===== src/rtl/axis_pixel_pack.sv =====
// Packs one AXI-stream pixel per beat into wide memory words for the VDMA write FIFO,
// flushing partial words at end of line and flagging line-length and early-SOF faults.
module axis_pixel_pack #(
    parameter int DSIZE = 24,
    parameter int OSIZE = 256,
    parameter int NSIZE = 8
) (
    input  logic             clock,
    input  logic             rst,
    input  logic             enable,
    input  logic [15:0]      hactive,
    input  logic [DSIZE-1:0] s_axis_tdata,
    input  logic             s_axis_tvalid,
    output logic             s_axis_tready,
    input  logic             s_axis_tuser,
    input  logic             s_axis_tlast,
    output logic [OSIZE-1:0] o_data,
    output logic             o_valid,
    input  logic             o_ready,
    output logic [NSIZE-1:0] o_npix,
    output logic             o_sof,
    output logic             o_eol,
    output logic [15:0]      line_cnt,
    output logic             err_line_len,
    output logic             err_early_sof
);

    localparam int PPW = OSIZE / DSIZE;

    typedef enum logic [0:0] {WAIT_SOF, PACK} state_t;

    state_t           state_q;
    logic [OSIZE-1:0] acc_q;
    logic [NSIZE-1:0] slot_q;
    logic [15:0]      linepix_q;
    logic [15:0]      hact_q;
    logic [15:0]      line_cnt_q;
    logic             sof_pend_q;
    logic [OSIZE-1:0] o_data_q;
    logic             o_valid_q;
    logic [NSIZE-1:0] o_npix_q;
    logic             o_sof_q;
    logic             o_eol_q;
    logic             err_len_q;
    logic             err_sof_q;

    logic             out_free;
    logic             accept;
    logic             sof_beat;
    logic             take;
    logic             early_sof;
    logic             complete;
    logic [NSIZE-1:0] slot_d;
    logic [15:0]      linepix_d;
    logic [15:0]      hact_d;
    logic [15:0]      line_base_d;
    logic             sof_pend_d;
    logic [OSIZE-1:0] word_d;

    // A SOF beat restarts the frame: the effective (_d) counters below are what the
    // current beat sees after any restart is applied.
    always_comb begin
        out_free    = !o_valid_q || o_ready;
        accept      = s_axis_tvalid && out_free;
        sof_beat    = accept && s_axis_tuser;
        take        = enable && accept && ((state_q == PACK) || s_axis_tuser);
        early_sof   = enable && sof_beat && (state_q == PACK) &&
                      ((slot_q != '0) || (linepix_q != '0));
        slot_d      = sof_beat ? '0 : slot_q;
        linepix_d   = sof_beat ? '0 : linepix_q;
        hact_d      = sof_beat ? hactive : hact_q;
        line_base_d = sof_beat ? '0 : line_cnt_q;
        sof_pend_d  = sof_beat ? 1'b1 : sof_pend_q;
        word_d      = sof_beat ? '0 : acc_q;
        for (int k = 0; k < PPW; k++) begin
            if (k == int'(slot_d)) begin
                word_d[k*DSIZE +: DSIZE] = s_axis_tdata;
            end
        end
        complete    = take && ((slot_d == NSIZE'(PPW - 1)) || s_axis_tlast);
    end

    always_ff @(posedge clock) begin
        if (rst) begin
            state_q    <= WAIT_SOF;
            acc_q      <= '0;
            slot_q     <= '0;
            linepix_q  <= '0;
            hact_q     <= '0;
            line_cnt_q <= '0;
            sof_pend_q <= 1'b0;
            o_data_q   <= '0;
            o_valid_q  <= 1'b0;
            o_npix_q   <= '0;
            o_sof_q    <= 1'b0;
            o_eol_q    <= 1'b0;
            err_len_q  <= 1'b0;
            err_sof_q  <= 1'b0;
        end else begin
            err_len_q <= 1'b0;
            err_sof_q <= 1'b0;
            if (o_valid_q && o_ready) begin
                o_valid_q <= 1'b0;
            end
            if (!enable) begin
                // Abandon the frame; an already-presented word stays put.
                state_q   <= WAIT_SOF;
                acc_q     <= '0;
                slot_q    <= '0;
                linepix_q <= '0;
            end else if (take) begin
                state_q   <= PACK;
                hact_q    <= hact_d;
                err_sof_q <= early_sof;
                if (complete) begin
                    o_valid_q  <= 1'b1;
                    o_data_q   <= word_d;
                    o_npix_q   <= slot_d + NSIZE'(1);
                    o_eol_q    <= s_axis_tlast;
                    o_sof_q    <= sof_pend_d;
                    sof_pend_q <= 1'b0;
                    slot_q     <= '0;
                    acc_q      <= '0;
                end else begin
                    sof_pend_q <= sof_pend_d;
                    slot_q     <= slot_d + NSIZE'(1);
                    acc_q      <= word_d;
                end
                if (s_axis_tlast) begin
                    line_cnt_q <= line_base_d + 16'd1;
                    linepix_q  <= '0;
                    err_len_q  <= ((linepix_d + 16'd1) != hact_d);
                end else begin
                    line_cnt_q <= line_base_d;
                    linepix_q  <= linepix_d + 16'd1;
                end
            end
        end
    end

    assign s_axis_tready = out_free;
    assign o_data        = o_data_q;
    assign o_valid       = o_valid_q;
    assign o_npix        = o_npix_q;
    assign o_sof         = o_sof_q;
    assign o_eol         = o_eol_q;
    assign line_cnt      = line_cnt_q;
    assign err_line_len  = err_len_q;
    assign err_early_sof = err_sof_q;

endmodule


===== config.mk =====
export PLATFORM = sky130hd
export DESIGN_NAME = axis_pixel_pack
export DESIGN_NICKNAME = d
export VERILOG_FILES = /design/src/rtl/axis_pixel_pack.sv
export SDC_FILE = /design/constraint.sdc
export NUM_CORES = 1
export LEC_CHECK = 0
export CAP_MARGIN = 10
export CORE_UTILIZATION = 30
export DETAILED_ROUTE_END_ITERATION = 8
export GPL_ROUTABILITY_DRIVEN = 0
export PLACE_DENSITY = 0.59
export SYNTH_ARGS = -nofsm -noshare
export SYNTH_HDL_FRONTEND = slang
export SYNTH_SLANG_ARGS = --single-unit

===== constraint.sdc =====
create_clock -name clock -period 5.4 [get_ports clock]
set_input_delay 1.08 -clock clock [delete_from_list [all_inputs] [get_ports clock]]
set_output_delay 1.08 -clock clock [all_outputs]
set_load 0.005 [all_outputs]

== After elaboration in Yosys (flattened, before gate mapping) ==
Cells that the tools add are included.
W data, S select, Z words.
Word-level totals
  word-level logic and storage cells: 78
  ROM bits: 0
  memory bits (writable): 0
  input bits: 47
  register bits: 583
  output and inout port bits: 286
  latch bits: 0
  memories: 0
Operators by class
  shift operators: 0
  $lt $le $gt $ge: 0
  bitwise gates (word level): 3
  reductions and logical operators: 22
  add/sub/neg operators: 3
  muxes and demuxes: 25
  divide/modulo/power cells: 0
  eq/ne operators: 11
  $mul: 0
Operators with widths (number)
  $mux W256: 2
  $mux W24: 10
  $mux W16: 5
  $add A16 B1 Y16 const B: 2
  $eq A4 B8 Y1 const A: 4
  $eq A3 B8 Y1 const A: 2
  $eq A5 B8 Y1 const A: 2
  $mux W8: 2
  $ne A16 B16 Y1: 1
  $reduce_bool A16 Y1: 1
  $logic_and A1 B1 Y1: 9
  $add A8 B1 Y8 const B: 1
  $eq A2 B8 Y1 const A: 1
  $eq A8 B4 Y1 const B: 1
  $logic_not A8 Y1: 1
  $reduce_bool A8 Y1: 1
  $mux W1: 6
  $logic_or A1 B1 Y1: 4
  $reduce_or A4 Y1: 1
  $not A1 Y1: 3
  $reduce_and A3 Y1: 1
  $reduce_or A3 Y1: 1
  $reduce_and A2 Y1: 1
  $reduce_or A2 Y1: 1
  $logic_not A1 Y1: 1

== Logic depth before layout (Yosys ltp) ==
  depth in word-level cells: 11
  depth in mapped cells: 18
  mapped depth without buffers: 12

== Least setup slack after synthesis ==
Ideal clock, no wire load.
  path type: in2reg
  start point: input port o_ready
  end point: register line_cnt_q[14], in the netlist line_cnt[14]
  setup slack: 1228 ps
  data arrival time: 4044 ps
  library setup time: 128 ps
  data required time: 5272 ps
  stages: 15
  buffers on the path: 5
  cell sequence: nor2b_1 > inv_1 > buf_2 > nand2_1 > buf_2 > buf_2 > buf_2 > buf_1 > and2_1 > ha_1 > or4b_2 > nand2b_1 > nor3_1 > xor2_1 > nor2_1
On the way
  longest elaborated chain between the ends: 6
  elaborated cells between the ends (all ways): 9
  those cells by class: 1 x add/sub; 2 x mux; 6 x reduce/logical
RTL lines
  from (decl): RTL line 19  | input logic o_ready,
  $logic_or A1 B1 Y1 *: RTL line 63  | out_free = !o_valid_q || o_ready;
  named net s_axis_tready: RTL line 14  | output logic s_axis_tready,
  $logic_and A1 B1 Y1 *: RTL line 64  | accept = s_axis_tvalid && out_free;
  $logic_and A1 B1 Y1: RTL line 65  | sof_beat = accept && s_axis_tuser;
  $mux W16: RTL line 72  | line_base_d = sof_beat ? '0 : line_cnt_q;
  $add A16 B1 Y16: RTL line 130  | line_cnt_q <= line_base_d + 16'd1;
  $mux W16: RTL line 129  | if (s_axis_tlast) begin
  to (signal assigned): RTL line 130
  to (signal assigned): RTL line 134  | line_cnt_q <= line_base_d;
  to (decl): RTL line 37  | logic [15:0] line_cnt_q;
Mark *: on every way through the listed nets, which the timed path passes. The rest lies on a longest branch.
A chain may end at the register's enable or synchronous reset.

== Final worst setup path ==
  start point: input port o_ready
  end point: register acc_q[180]
On the way
  longest elaborated chain between the ends: 8
  elaborated cells between the ends (all ways): 13
  those cells by class: 2 x eq/ne; 4 x mux; 7 x reduce/logical
RTL lines
  $logic_or A1 B1 Y1 *: RTL line 63
  $logic_and A1 B1 Y1 *: RTL line 64
  $logic_and A1 B1 Y1: RTL line 65
  $mux W8: RTL line 69  | slot_d = sof_beat ? '0 : slot_q;
  $eq A8 B4 Y1: RTL line 80  | complete = take && ((slot_d == NSIZE'(PPW - 1)) || s_axis_tlast);
  $logic_or A1 B1 Y1: RTL line 80
  $logic_and A1 B1 Y1: RTL line 80
  $mux W256: RTL line 115  | if (complete) begin
  to (signal assigned): RTL line 127  | acc_q <= word_d;
  to (decl): RTL line 33  | logic [OSIZE-1:0] acc_q;
Every way passes the cells marked *; elsewhere a longest branch is shown, timed or not.

==> metrics <==
status=finished, final reports clean; CP max stage delay=slightly above 0.5 ns; CTS buffer count=just under 70; hold crit path type=flip-flop to flip-flop; Ys Warns=0; GR Util met1=around 28%; Top Usage Layer GRT=met2; CP Class=input pin to flip-flop; largest net degree at the start of global routing=approximately 180; post-CTS sizing=0; worst path bufs/invs=5; clock slew at reported path FFs=approximately 0.060 ns; Static Leak=around 9.6 nW; global-route usage over all layers=between 20% and 30%; Initial Utilization=around 30%; routed len/inst=19.7 µm; antenna violations before repair=1; # hold bufs at CTS=0; synth unique cells=60; Async SR Flop Fraction=0%; CP Capture Type=flip-flop; Setup WS post-layout=~1.1 ns; GR Layer Usage met2=between 30% and 40%; Final min period=4.26 ns; number of buffers added on ports=332; internal cell power=about 0.0074 W; share of layout cells above drive strength 1=between 7 and 8%; n_diodes=0; nets@finish=approximately 3400; Clock Sinks=583; critical-path cell list=clkdlybuf4s50_1 > nor2b_1 > inv_1 > nand2_4 > nand2_1 > inv_1 > ha_1 > o2111a_1 > buf_4 > nor2_1 > nand2_2 > buf_4 > a21oi_1 > a21oi_1 > nor2_1; Place WS=about 0.59 ns; Comb pwr share=about 5.6%; Clock Latency Late Sink=between 0.6 and 0.7 ns; Synth Area in Adders=less than 1%; Post-Synthesis Cells=roughly 3200; Die Width=about 290 µm; antenna viol nets, final=0; Power per Cell Area=between 300 and 400 mW/mm²; crit-path max FO=33; switching pwr=around 0.0023 W; Post-Layout Cell Count=4429; Residual DRC=0; synthesized area=around 0.024 mm²; Main synth FF type=dfxtp_1; Final setup viols=0; max-slew violation count=0; Placed Cells=roughly 4300; largest family of logic cells by synthesized area=simple AND/OR/NAND/NOR gates; area grow syn2layout=25.7%; RSZ-0062 raised after global routing=false; placed wire-length estimate=~51000 µm; final clock skew=0.0229 ns; total wire length=around 87000 µm; crit-path leading delay family=buffers and inverters; final hold violation count=0; TNS Setup=0 ns; CTS tree=yes; Peak VDD IR=0.194 mV; number of global-route vias before repair=20500; vias=around 23000; Post-CTS Setup Inserts=0; DRT iter0 DRCs=2082; Simple-Gate Fraction of Synth Area=about a quarter; First-pass DRT Iterations=6; Die Y-Extent=between 200 and 300 µm; Synth Area in Compound Gates=just over 20%; Max Cap Violations=0; flip-flop and latch count after synthesis=roughly 580; Vias/cell=5.15; Critical-path top delay cell=buf_4; core region area=~0.080 mm²; mux cell area share after synthesis=0.0411%; Max-slew headroom=around 15%; period utilisation layout=about four fifths; CTS root buf=clkbuf_16; Flop pwr share=roughly 45%; syn avg cell area=just under 8 µm²; first-pass GRT wire length=about 130000 µm; xor and xnor area share after synthesis=around 1.3%; Filler Cells Inserted=around 8300; post-synthesis sequential area ratio=47.9%; met3 GRT Util=around 3.5%; clock share of power=approximately 49%; Net Sw Frac=23.9%; DIE AREA=around 0.082 mm²; clk buf depth=3; Site Rows=approximately 100; total grt overflow=0; worst slew pin tran=about 1.3 ns; WP data required=a little under 6 ns; number of synthesized flops with an enable pin=0; Final Power=0.00967 W; CTS H-tree depth=3; CP Data Arrival Time=4.72 ns; Worst Setup Start Kind=input pin; FMAX=around 230 MHz; syn_nets=3216; num ports=roughly 330; worst-case hold slack=0.447 ns
-- kinds of logic after synthesis --
family,after synthesis
flip-flops,583
buffers and inverters,309
adder cells (fa/ha/maj),5
AO/OA/AOI/OAI,798
multiplexers,1
AND/OR/NAND/NOR,1433
XOR/XNOR,35
-- through the flow --
stage               instance area, µm²  utilization (%)
floorplan                        24400                -
global placement                 28300             35.2
detailed placement               28300             35.2
CTS                              30600             38.1
global route                     30600             38.1
finish                           30600             38.1
-- cells in the mapped netlist, drive strengths merged (20+ instances only) --
library cell,instances,area share [%]
nor2,341,5.3
nor3,23,0.49
dfxtp,583,48
o21ai,187,4.8
and2,54,1.4
a22oi,175,5.4
a311oi,73,2.6
xnor2,20,0.72
buf,104,2.5
nand3,107,2.2
clkbuf,199,3.1
nand2,849,13
a21oi,336,6.9
-- path summary, 6_finish.rpt --
path / endpoint / slack, ns / cells after the start / startpoint
worst min-delay path: o_data[253] / 0.45 / 2 / o_data[253]
worst min register to register: o_data[253] / 0.45 / 2 / o_data[253]
worst max-delay path: acc_q[180] / 1.14 / 15 / o_ready
worst max register to register: acc_q[180] / 1.68 / 14 / o_valid
-- sequential cells by signal, summed over array words and instances (netlist names) --
name	flops
hact_q	16
sof_pend_q	1
err_early_sof	1
linepix_q	16
acc_q	256
line_cnt	16
o_eol	1
state_q	1
o_valid	1
o_sof	1
slot_q	8
o_npix	8
err_line_len	1
o_data	256
-- placed cells by master (no fill, tap or decap), types with 11 or more instances in the layout --
master,n
nand2_1,847
dfxtp_1,583
nor2_1,340
a21oi_1,336
clkdlybuf4s50_1,331
a22oi_1,175
o21ai_0,126
nand3_1,107
a311oi_1,73
clkbuf_16,70
o21ai_2,60
and2_1,50
buf_4,46
nor3_1,20
xnor2_1,20
clkbuf_8,19
xor2_1,15
buf_12,13
nand4_1,11
clkbuf_1,11
-- routing by layer --
metal  vias up  part of all wire, %
met2       804                   45
li1      11100                    -
met4         0                  3.2
met3       136                  7.1
met1     10800                   44
met5         -                    0
-- worst register-to-register path, stage by stage (launching register included) --
cell	delay [ns]
dfxtp_1	0.32
nor2b_1	0.37
inv_1	0.15
nand2_4	0.27
nand2_1	0.19
inv_1	0.14
ha_1	0.23
o2111a_1	0.19
buf_4	0.31
nor2_1	0.16
nand2_2	0.44
buf_4	0.52
a21oi_1	0.11
a21oi_1	0.15
nor2_1	0.05
-- cell type report --
| cell class | instances | area (µm²) | area share [%] |
|---|---|---|---|
| flip-flops and latches | 583 | 11700 | 38.1 |
| multi-input cells | 2272 | 11400 | 37.1 |
| well taps | 1060 | 1330 | 4.33 |
| repair buffers | 391 | 3930 | 12.8 |
| clock buffers | 100 | 2050 | 6.70 |
| clock inverters | 17 | 259 | 0.845 |
| inverters | 6 | 22.5 | 0.0735 |
-- power groups by stage --
stage	combinational, W	sequential (W)	clock [W]
finish	0.000541	0.00436	0.00477
floorplan	0.000257	0.00445	0
global route	0.000572	0.00436	0.00504
CTS	0.000542	0.00436	0.00488
global placement	0.000539	0.00446	0
detailed placement	0.000540	0.00446	0
(Power assumes the default switching activity.)
